==> config.mk <==
export PLATFORM = sky130hd
export DESIGN_NAME = axi_lite_regfile_ctrl
export DESIGN_NICKNAME = d
export VERILOG_FILES = /design/src/rtl/axi_lite_regfile_ctrl.sv
export SDC_FILE = /design/constraint.sdc
export NUM_CORES = 1
export LEC_CHECK = 0
export BUFFER_PORTS_ARGS = -buffer_cell sky130_fd_sc_hd__buf_4
export CAP_MARGIN = 20
export CORE_MARGIN = 5
export CORE_UTILIZATION = 25
export CTS_BUF_LIST = sky130_fd_sc_hd__clkbuf_8 sky130_fd_sc_hd__clkbuf_16
export CTS_CLUSTER_SIZE = 25
export DETAILED_ROUTE_END_ITERATION = 10
export PLACE_DENSITY_LB_ADDON = 0.3
export SYNTH_ARGS = -nofsm -noshare
export SYNTH_HDL_FRONTEND = slang
export SYNTH_SLANG_ARGS = --single-unit
==> constraint.sdc <==
create_clock -name s_axi_aclk -period 3.2 [get_ports s_axi_aclk]
set_clock_uncertainty 0.15 [all_clocks]
set_input_delay 0 -clock s_axi_aclk [delete_from_list [all_inputs] [get_ports s_axi_aclk]]
set_output_delay 0 -clock s_axi_aclk [all_outputs]
set_load 0.1 [all_outputs]
==> src/rtl/axi_lite_regfile_ctrl.sv <==
// axi_lite_regfile_ctrl
//   Register bank on the register-file side of axi_lite_regs_if.
//   Holds ID, CTRL, CMD, W1C STATUS, event/cycle counters and 8 scratch words.
//   It drives the datapath enable, a one-cycle start pulse and a level interrupt.
// Ports
//   s_axi_aclk, s_axi_reset : clock, synchronous active-high reset
//   axi_write_fire, wr_addr, wr_data, wr_strb : single-cycle write commit
//   axi_read_fire, rd_addr, rd_data           : combinational read port
//   evt_i, done_i                             : datapath event / done strobes
//   ctrl_enable_o, start_o, irq_o             : datapath control outputs
module axi_lite_regfile_ctrl #(
  parameter int          ADDR_WIDTH = 6,
  parameter int          DATA_WIDTH = 32,
  parameter logic [31:0] ID_VALUE   = 32'hDF40_0001
) (
  input  logic                    s_axi_aclk,
  input  logic                    s_axi_reset,
  input  logic                    axi_write_fire,
  input  logic [ADDR_WIDTH-1:0]   wr_addr,
  input  logic [DATA_WIDTH-1:0]   wr_data,
  input  logic [DATA_WIDTH/8-1:0] wr_strb,
  input  logic                    axi_read_fire,
  input  logic [ADDR_WIDTH-1:0]   rd_addr,
  output logic [DATA_WIDTH-1:0]   rd_data,
  input  logic                    evt_i,
  input  logic                    done_i,
  output logic                    ctrl_enable_o,
  output logic                    start_o,
  output logic                    irq_o
);

  if (DATA_WIDTH != 32) begin : g_width_check
    $error("axi_lite_regfile_ctrl: DATA_WIDTH must be 32");
  end

  localparam logic [ADDR_WIDTH-1:0] A_ID     = ADDR_WIDTH'(0);
  localparam logic [ADDR_WIDTH-1:0] A_CTRL   = ADDR_WIDTH'(1);
  localparam logic [ADDR_WIDTH-1:0] A_CMD    = ADDR_WIDTH'(2);
  localparam logic [ADDR_WIDTH-1:0] A_STATUS = ADDR_WIDTH'(3);
  localparam logic [ADDR_WIDTH-1:0] A_EVT    = ADDR_WIDTH'(4);
  localparam logic [ADDR_WIDTH-1:0] A_CYCLE  = ADDR_WIDTH'(5);

  logic [2:0]            r_ctrl;
  logic [1:0]            r_status;
  logic [DATA_WIDTH-1:0] r_evt_cnt;
  logic [DATA_WIDTH-1:0] r_cyc_cnt;
  logic [DATA_WIDTH-1:0] r_scratch [0:7];
  logic                  r_start;
  logic                  r_irq;

  logic       w_wr_ctrl;
  logic       w_wr_scr;
  logic       w_cmd_start;
  logic       w_cmd_clr;
  logic [1:0] w_w1c;
  logic       w_evt_inc;
  logic       w_evt_wrap;
  logic       w_evt_clr;
  logic       w_rd_scr;

  function automatic logic [DATA_WIDTH-1:0] f_merge(
    input logic [DATA_WIDTH-1:0]   old_v,
    input logic [DATA_WIDTH-1:0]   new_v,
    input logic [DATA_WIDTH/8-1:0] strb
  );
    logic [DATA_WIDTH-1:0] res;
    res = old_v;
    for (int unsigned i = 0; i < DATA_WIDTH/8; i++) begin
      if (strb[i]) res[i*8 +: 8] = new_v[i*8 +: 8];
    end
    return res;
  endfunction

  always_comb begin
    w_wr_ctrl   = axi_write_fire && (wr_addr == A_CTRL);
    w_wr_scr    = axi_write_fire && (wr_addr[ADDR_WIDTH-1:3] == (ADDR_WIDTH-3)'(1));
    w_cmd_start = axi_write_fire && (wr_addr == A_CMD) && wr_strb[0] && wr_data[0];
    w_cmd_clr   = axi_write_fire && (wr_addr == A_CMD) && wr_strb[0] && wr_data[1];
    w_w1c       = (axi_write_fire && (wr_addr == A_STATUS) && wr_strb[0]) ? wr_data[1:0] : '0;
    w_evt_inc   = evt_i && r_ctrl[0];
    w_evt_wrap  = w_evt_inc && (&r_evt_cnt);
    // Clear-on-read acts on the capture pulse, so the bus already holds the old value.
    w_evt_clr   = w_cmd_clr || (axi_read_fire && (rd_addr == A_EVT) && r_ctrl[2]);
    w_rd_scr    = (rd_addr[ADDR_WIDTH-1:3] == (ADDR_WIDTH-3)'(1));
  end

  always_ff @(posedge s_axi_aclk) begin
    if (s_axi_reset) begin
      r_ctrl    <= '0;
      r_status  <= '0;
      r_evt_cnt <= '0;
      r_cyc_cnt <= '0;
      r_start   <= 1'b0;
      r_irq     <= 1'b0;
      for (int unsigned i = 0; i < 8; i++) r_scratch[i] <= '0;
    end else begin
      if (w_wr_ctrl && wr_strb[0]) r_ctrl <= wr_data[2:0];
      if (w_wr_scr) r_scratch[wr_addr[2:0]] <= f_merge(r_scratch[wr_addr[2:0]], wr_data, wr_strb);

      // Hardware set is OR-ed in after the W1C mask so it wins a same-cycle clear.
      r_status <= (r_status & ~w_w1c) | {w_evt_wrap, done_i};

      // A clear coinciding with an event leaves the counter at 1, not 0.
      if (w_evt_clr)      r_evt_cnt <= DATA_WIDTH'(w_evt_inc);
      else if (w_evt_inc) r_evt_cnt <= r_evt_cnt + 1'b1;

      if (w_cmd_clr)      r_cyc_cnt <= '0;
      else if (r_ctrl[0]) r_cyc_cnt <= r_cyc_cnt + 1'b1;

      r_start <= w_cmd_start;
      r_irq   <= r_ctrl[1] && (|r_status);
    end
  end

  always_comb begin
    rd_data = '0;
    if (w_rd_scr) begin
      rd_data = r_scratch[rd_addr[2:0]];
    end else begin
      case (rd_addr)
        A_ID:     rd_data = ID_VALUE;
        A_CTRL:   rd_data = {{(DATA_WIDTH-3){1'b0}}, r_ctrl};
        A_STATUS: rd_data = {{(DATA_WIDTH-2){1'b0}}, r_status};
        A_EVT:    rd_data = r_evt_cnt;
        A_CYCLE:  rd_data = r_cyc_cnt;
        default:  rd_data = '0;
      endcase
    end
  end

  assign ctrl_enable_o = r_ctrl[0];
  assign start_o       = r_start;
  assign irq_o         = r_irq;

endmodule
==> impl_metrics.yaml, run 1 <==
outcome:
  status: "finished with violations"
  violations: "negative hold slack"
clocking:
  clkSlewWorstSetupHoldPaths_ns: 0.06
  clock_latency_ns: 0.52
  cts_post_setup_buffers_inserted: 0
  cts-resized-gates: 0
  numCtsBuffers: 37
  cts-root-buf: "clkbuf_16"
  cts_tree: "built"
  htreeDepth: 2
  cts.sinks: 327
  clk_path_buf_depth: 3
floorplanning:
  start_util_pct: 25.3
  fp.dieH_um: 260
  die_w_um: 260
  die-area_um2: 67500
  core_um2: 61700
  fp-row-count: 91
  ios: 89
synthesis:
  syn_nets: 1259
  synth_warnings: 0
  ys_seq_area_share_pct: 58.4
  netlist_area_um2: 15600
  yosys.area.top_type: "edfxtp_1"
  synth_top_area_share_pct: 49.3
  synth_cell_types: 56
  synth_common_cells: "edfxtp_1 (256), and2_1 (250), nor2_1 (106), dfxtp_1 (71), mux4_2 (64)"
  synthArstFlopShare_pct: 0
  synth_area_leaders: "edfxtp_1 (49%), and2_1 (10%), mux4_2 (9.2%)"
  synth_flop_cell: "edfxtp_1"
  synth_enable_flop_cells: 256
  yosysMostFrequentCell: "edfxtp_1"
  ys_ff_latch: 327
  avgSynthCellArea_um2: 13.0
  syn_inst: 1203
sta:
  rsz0062_at_grt: "false"
  hold_viol: 1
  hold_slack_ns: -0.0000985
  relSlewSlack_pct: 35.7
  timing.fmax_mhz: 348
  fin_crit_sh_pct: 89.8
  max_slew.worst_pin.slew_ns: 0.965
  post-route-min-period_ns: 2.87
  setup_viol: 0
  final.setup.tns_ns: 0
  drv_slew: 0
routing:
  routedWlPerCell_um: 19.6
  final_antenna_net_count: 0
  routed_wl_um: 44000
  drt_iter0_drc: 733
  firstDrtPassIters: 5
  vias_per_cell: 4.50
  via_count: 10100
  drc: 0
placed_design:
  io_buffers: 88
  globalplace.congestion: 0.807
  hpwl_um: 30800
min_path:
  hp-class: "in -> reg"
  hold_depth: 5
worst_setup_path:
  path_common_cell: "dlygate4sd3_1"
  crit_arrival_ns: 3.19
  crit_type: "in -> reg"
  crit_fanout: 11
  cp-end-kind: "flip-flop"
  slowest_delay_ns: 0.56
  ff2ff_path_depth: 6
  cp_cell_sequence: "dlygate4sd3_1 -> buf_4 -> or3b_1 -> dlygate4sd3_1 -> buf_4 -> or4_4 -> a21o_1 -> a21oi_1 -> dlygate4sd3_1"
  start_kind: "input port"
  r2r_setup_slack_ns: 0.80
  crit_slowest_cell: "dlygate4sd3_1"
  required_ns: 3.51
global_route:
  gr-total-overflow: 0
  grt_pass1_vias: 10500
  grt_max_degree: 58
  grt_pass1_wl_um: 66800
  track_usage_pct: 12.9
  antenna_found_initial: 1
pwr:
  clockPowerShare_pct: 43.9
  finalPower_mw: 10.0
  pwr-share-comb_pct: 8.3
  peakVddDrop_uv: 260
  internal_power_mw: 7.75
  p_leak_nw: 6.67
  p_per_area_nw_per_um2: 521
  p_switching_mw: 2.25
  seq_power_share_pct: 47.8
  swShare_pct: 22.5
layout:
  nNetsFinal: 1429
  post_route_cells_drive_above_1_share_pct: 20.8
  syn2layout_area_growth_pct: 23.1
  fin_util_pct: 31.1
  nFillCells: 6254
flow_run:
  max_cap_viol_count: 0
cell usage in the layout (no fill, tap or decap), types with 42 or more instances in the layout:
| cell type | instances |
|---|---|
| buf_4 | 142 |
| edfxtp_1 | 256 |
| dfxtp_1 | 71 |
| mux2i_1 | 51 |
| nor2_1 | 106 |
| dlygate4sd3_1 | 45 |
| and2_1 | 250 |
| xnor2_1 | 42 |
| mux4_2 | 64 |
| nand2_1 | 48 |
through the flow:
stage	hold slack [ns]	std cells	setup WS [ns]	area [µm²]
after global placement	0.116	2126	0.832	17500
after detailed placement	0.125	2126	0.751	17500
after global routing	0.0267	2238	0.270	19200
after floorplan	-0.0205	1203	0.376	15600
final	-0.0000985	2239	0.326	19200
after CTS	0.0164	2238	0.388	19200
power groups by stage:
| stage | registers, mW | clock network (mW) | logic (mW) |
|---|---|---|---|
| 6_report | 4.78 | 4.39 | 0.825 |
| 4_1_cts | 4.78 | 4.49 | 0.845 |
| 3_3_place_gp | 4.87 | 0 | 0.798 |
| 5_1_grt | 4.80 | 4.65 | 0.883 |
| 3_5_place_dp | 4.87 | 0 | 0.801 |
| 2_1_floorplan | 4.85 | 0 | 0.474 |
critical path: cells and delay by family:
kind                   cells  cell delay, ns
AO/OA/AOI/OAI              2            0.30
buffers and inverters      5            2.02
AND/OR/NAND/NOR            2            0.86
logic make-up (layout without fill, tap and decap cells):
logic type	after synthesis	in the layout	share of synthesized area [%]
AND/OR/NAND/NOR	525	525	19.3
flip-flops	327	327	58.4
multiplexers	122	122	13.0
AO/OA/AOI/OAI	95	95	3.66
buffers and inverters	74	272	2.19
XOR/XNOR	58	58	3.26
adder cells (fa/ha/maj)	2	2	0.160
other	0	1	0
per-layer routing:
metal	global-route usage (%)	share of wire, %	vias up	wire [µm]
met5	0	0	-	0
met4	4.01	2.8	0	1250
met3	1.91	4.2	58	1860
met2	21.4	48	222	20900
met1	17.6	45	5034	20000
li1	-	-	4757	-
what timing repair did:
item | CTS | global route
hold buffers | 45 | 0
endpoints found under the setup margin | 0 | 0
endpoints found under the hold margin | 272 | 0
state kept, by name, indices dropped and copies added (netlist names):
signal	flops
r_cyc_cnt	32
start_o	1
irq_o	1
r_status	2
r_scratch	256
r_ctrl	3
r_evt_cnt	32
final cells by class:
cell class / instances / area, µm² / area share, %
diodes: 1 / 2.50 / 0.0130
clock buffers: 39 / 976 / 5.08
clock inverters: 28 / 277 / 1.44
inverters: 14 / 52.6 / 0.274
multi-input cells: 802 / 6150 / 32.0
flip-flops and latches: 327 / 9110 / 47.4
well taps: 837 / 1050 / 5.46
repair buffers: 191 / 1590 / 8.27
path summary, 6_finish.rpt:
| check | endpoint | from |
|---|---|---|
| worst min-delay path | r_ctrl[1] | wr_strb[0] |
| worst max register to register | r_evt_cnt[23] | r_ctrl[0] |
| worst max-delay path | r_evt_cnt[0] | wr_addr[2] |
| worst min register to register | r_cyc_cnt[3] | r_cyc_cnt[3] |
Note: power is estimated with default switching activity, not from simulation.
==> inputs of run 2 (changes only) <==
CTS_CLUSTER_DIAMETER = 120   (was unset)
clock period = 3 ns   (was 3.2 ns; I/O delays follow)
==> run 2 against run 1 <==
  * Worst hold slack improved by 0.0054 ns
  * Die area unchanged
  * Largest cell class unchanged
  * Combinational power increased by 6.3%
  * Critical endpoint is now r_ctrl[1]
  * Non-clock buffer count increased by 10
  * First-iteration DRC count decreased by 17%
  * The flow now finishes without violations
  * Wire length decreased by 2.4%
  * Cell count decreased by 1.3%
  * Sequential share of layout area increased by 1.7 points
  * Critical path depth decreased by 1
  * Critical path type unchanged
==> impl_metrics.yaml, run 2 (synthesis results as in run 1) <==
routing:
  firstDrtPassIters: 5
  final_antenna_net_count: 0
  routed_wl_um: 42900
  via_count: 9883
  routedWlPerCell_um: 19.4
  vias_per_cell: 4.47
  drt_iter0_drc: 609
  drc: 0
worst_setup_path:
  worstReg2RegEnd: "r_cyc_cnt[20]"
  cp-end-kind: "flip-flop"
  crit_type: "in -> reg"
  reg2reg_from: "r_cyc_cnt[0]"
  start_kind: "input port"
  required_ns: 3.28
  crit_arrival_ns: 2.99
  crit_fanout: 4
  r2r_setup_slack_ns: 0.69
  ff2ff_path_depth: 6
layout:
  final_cell_mix: "edfxtp_1 (256), and2_1 (250), buf_4 (149), nor2_1 (106), dfxtp_1 (71)"
  nFillCells: 6299
  post_route_cells_drive_above_1_share_pct: 19.4
  regMostFlops: "r_scratch"
  layout_commonest_cell: "edfxtp_1"
  reg_top3: "r_scratch (256), r_cyc_cnt (32), r_evt_cnt (32)"
  layout.cells.non_filler: 2210
  n_antenna_cell: 0
  largest_reg_flops: 256
  nNetsFinal: 1419
  syn2layout_area_growth_pct: 18.8
pwr:
  peakVddDrop_uv: 256
  p_leak_nw: 6.35
  p_per_area_nw_per_um2: 462
clocking:
  clock_latency_ns: 0.53
  clkSlewWorstSetupHoldPaths_ns: 0.11
  clk_path_buf_depth: 3
  cts_post_setup_buffers_inserted: 0
  numCtsBuffers: 17
  cts.sinks: 327
  cts_tree: "built"
  ctsHoldBuffers: 48
  cts-resized-gates: 0
  htreeDepth: 1
  cts-root-buf: "clkbuf_16"
global_route:
  antenna_found_initial: 0
  gr-total-overflow: 0
  grt_pass1_vias: 10400
  grt_max_degree: 47
  grt_pass1_wl_um: 65300
  track_usage_pct: 12.6
min_path:
  holdPathEnd: "r_scratch[4][1]"
  hold_depth: 4
  worstHoldStart: "wr_addr[1]"
  hp-class: "in -> reg"
sta:
  drv_slew: 0
  timing.fmax_mhz: 369
  relSlewSlack_pct: 33.3
  rsz0062_at_grt: "false"
  setup_viol: 0
  final.setup.tns_ns: 0
  post-route-min-period_ns: 2.71
  fin_crit_sh_pct: 90.3
  hold_viol: 0
  max_slew.worst_pin.slew_ns: 1.00
floorplanning:
  core_um2: 61700
  fp-row-count: 91
  die_w_um: 260
  fp.dieH_um: 260
  start_util_pct: 25.3
  ios: 89
  die-area_um2: 67500
placed_design:
  globalplace.congestion: 0.810
  io_buffers: 88
  dp_cells: 2132
  hpwl_um: 30700
outcome:
  status: "finished clean"
flow_run:
  max_cap_viol_count: 0
run 2: cell count changes in the layout (fill, tap and decap cells not counted), moves of 3 or more:
cell	change
clkinv_1	-7
clkinv_2	-4
buf_4	+7
dlygate4sd3_1	+3
clkbuf_16	-22
bufinv_16	-6
run 2: worst max-delay path by stage:
stage	cells past startpoint	to	from	slack, ns
2_1_floorplan	6	rd_data[0]	r_ctrl[0]	0.18
3_3_place_gp	6	r_scratch[7][8]	s_axi_reset	0.72
4_1_cts	8	r_ctrl[1]	wr_addr[5]	0.33
6_report	8	r_ctrl[1]	wr_addr[5]	0.29
5_1_grt	8	r_ctrl[1]	wr_addr[5]	0.18
3_5_place_dp	6	r_scratch[7][13]	s_axi_reset	0.69
run 2: critical path: stages:
cell           delay, ns
dlygate4sd3_1       0.53
buf_4               0.14
nand4bb_1           0.23
nor3_1              0.66
mux2i_1             0.27
dlygate4sd3_1       0.58
nor2_1              0.04
dlygate4sd3_1       0.54
run 2: final cells by class:
class / count / area, µm² / share of cell area [%]
Sequential cell: 327 / 9110 / 49.2
Multi-Input combinational cell: 802 / 6150 / 33.2
Timing Repair Buffer: 201 / 1680 / 9.06
Tap cell: 837 / 1050 / 5.65
Clock buffer: 17 / 425 / 2.30
Clock inverter: 12 / 65.1 / 0.351
Inverter: 14 / 52.6 / 0.284
run 2: metal layers:
metal	vias to the layer above	routed length [µm]	global-route usage, %	share of wire, %
li1	4710	-	-	-
met1	4931	19600	17.3	46
met5	-	0	0	0
met2	207	20900	21.4	49
met4	0	774	2.88	1.8
met3	35	1680	1.57	3.9
run 2: power by group:
| part | leakage, nW | switching (mW) | total [mW] | internal [mW] |
|---|---|---|---|---|
| Combinational | 3.08 | 0.523 | 0.877 | 0.354 |
| Sequential | 3.00 | 0.0505 | 5.09 | 5.04 |
| Clock | 0.276 | 1.52 | 2.59 | 1.07 |
| Total | 6.35 | 2.09 | 8.56 | 6.47 |
run 2: through the flow:
step / util [%] / worst slack, ns / area, µm² / hold WS (ns) / power, mW
floorplan: - / 0.176 / 15600 / -0.0205 / 5.68
global placement: 28.4 / 0.717 / 17500 / 0.101 / 6.04
detailed placement: 28.4 / 0.686 / 17500 / 0.102 / 6.05
CTS: 30.0 / 0.327 / 18500 / 0.00583 / 8.67
global route: 30.0 / 0.178 / 18500 / 0.0475 / 8.89
finish: 30.0 / 0.291 / 18500 / 0.00526 / 8.56
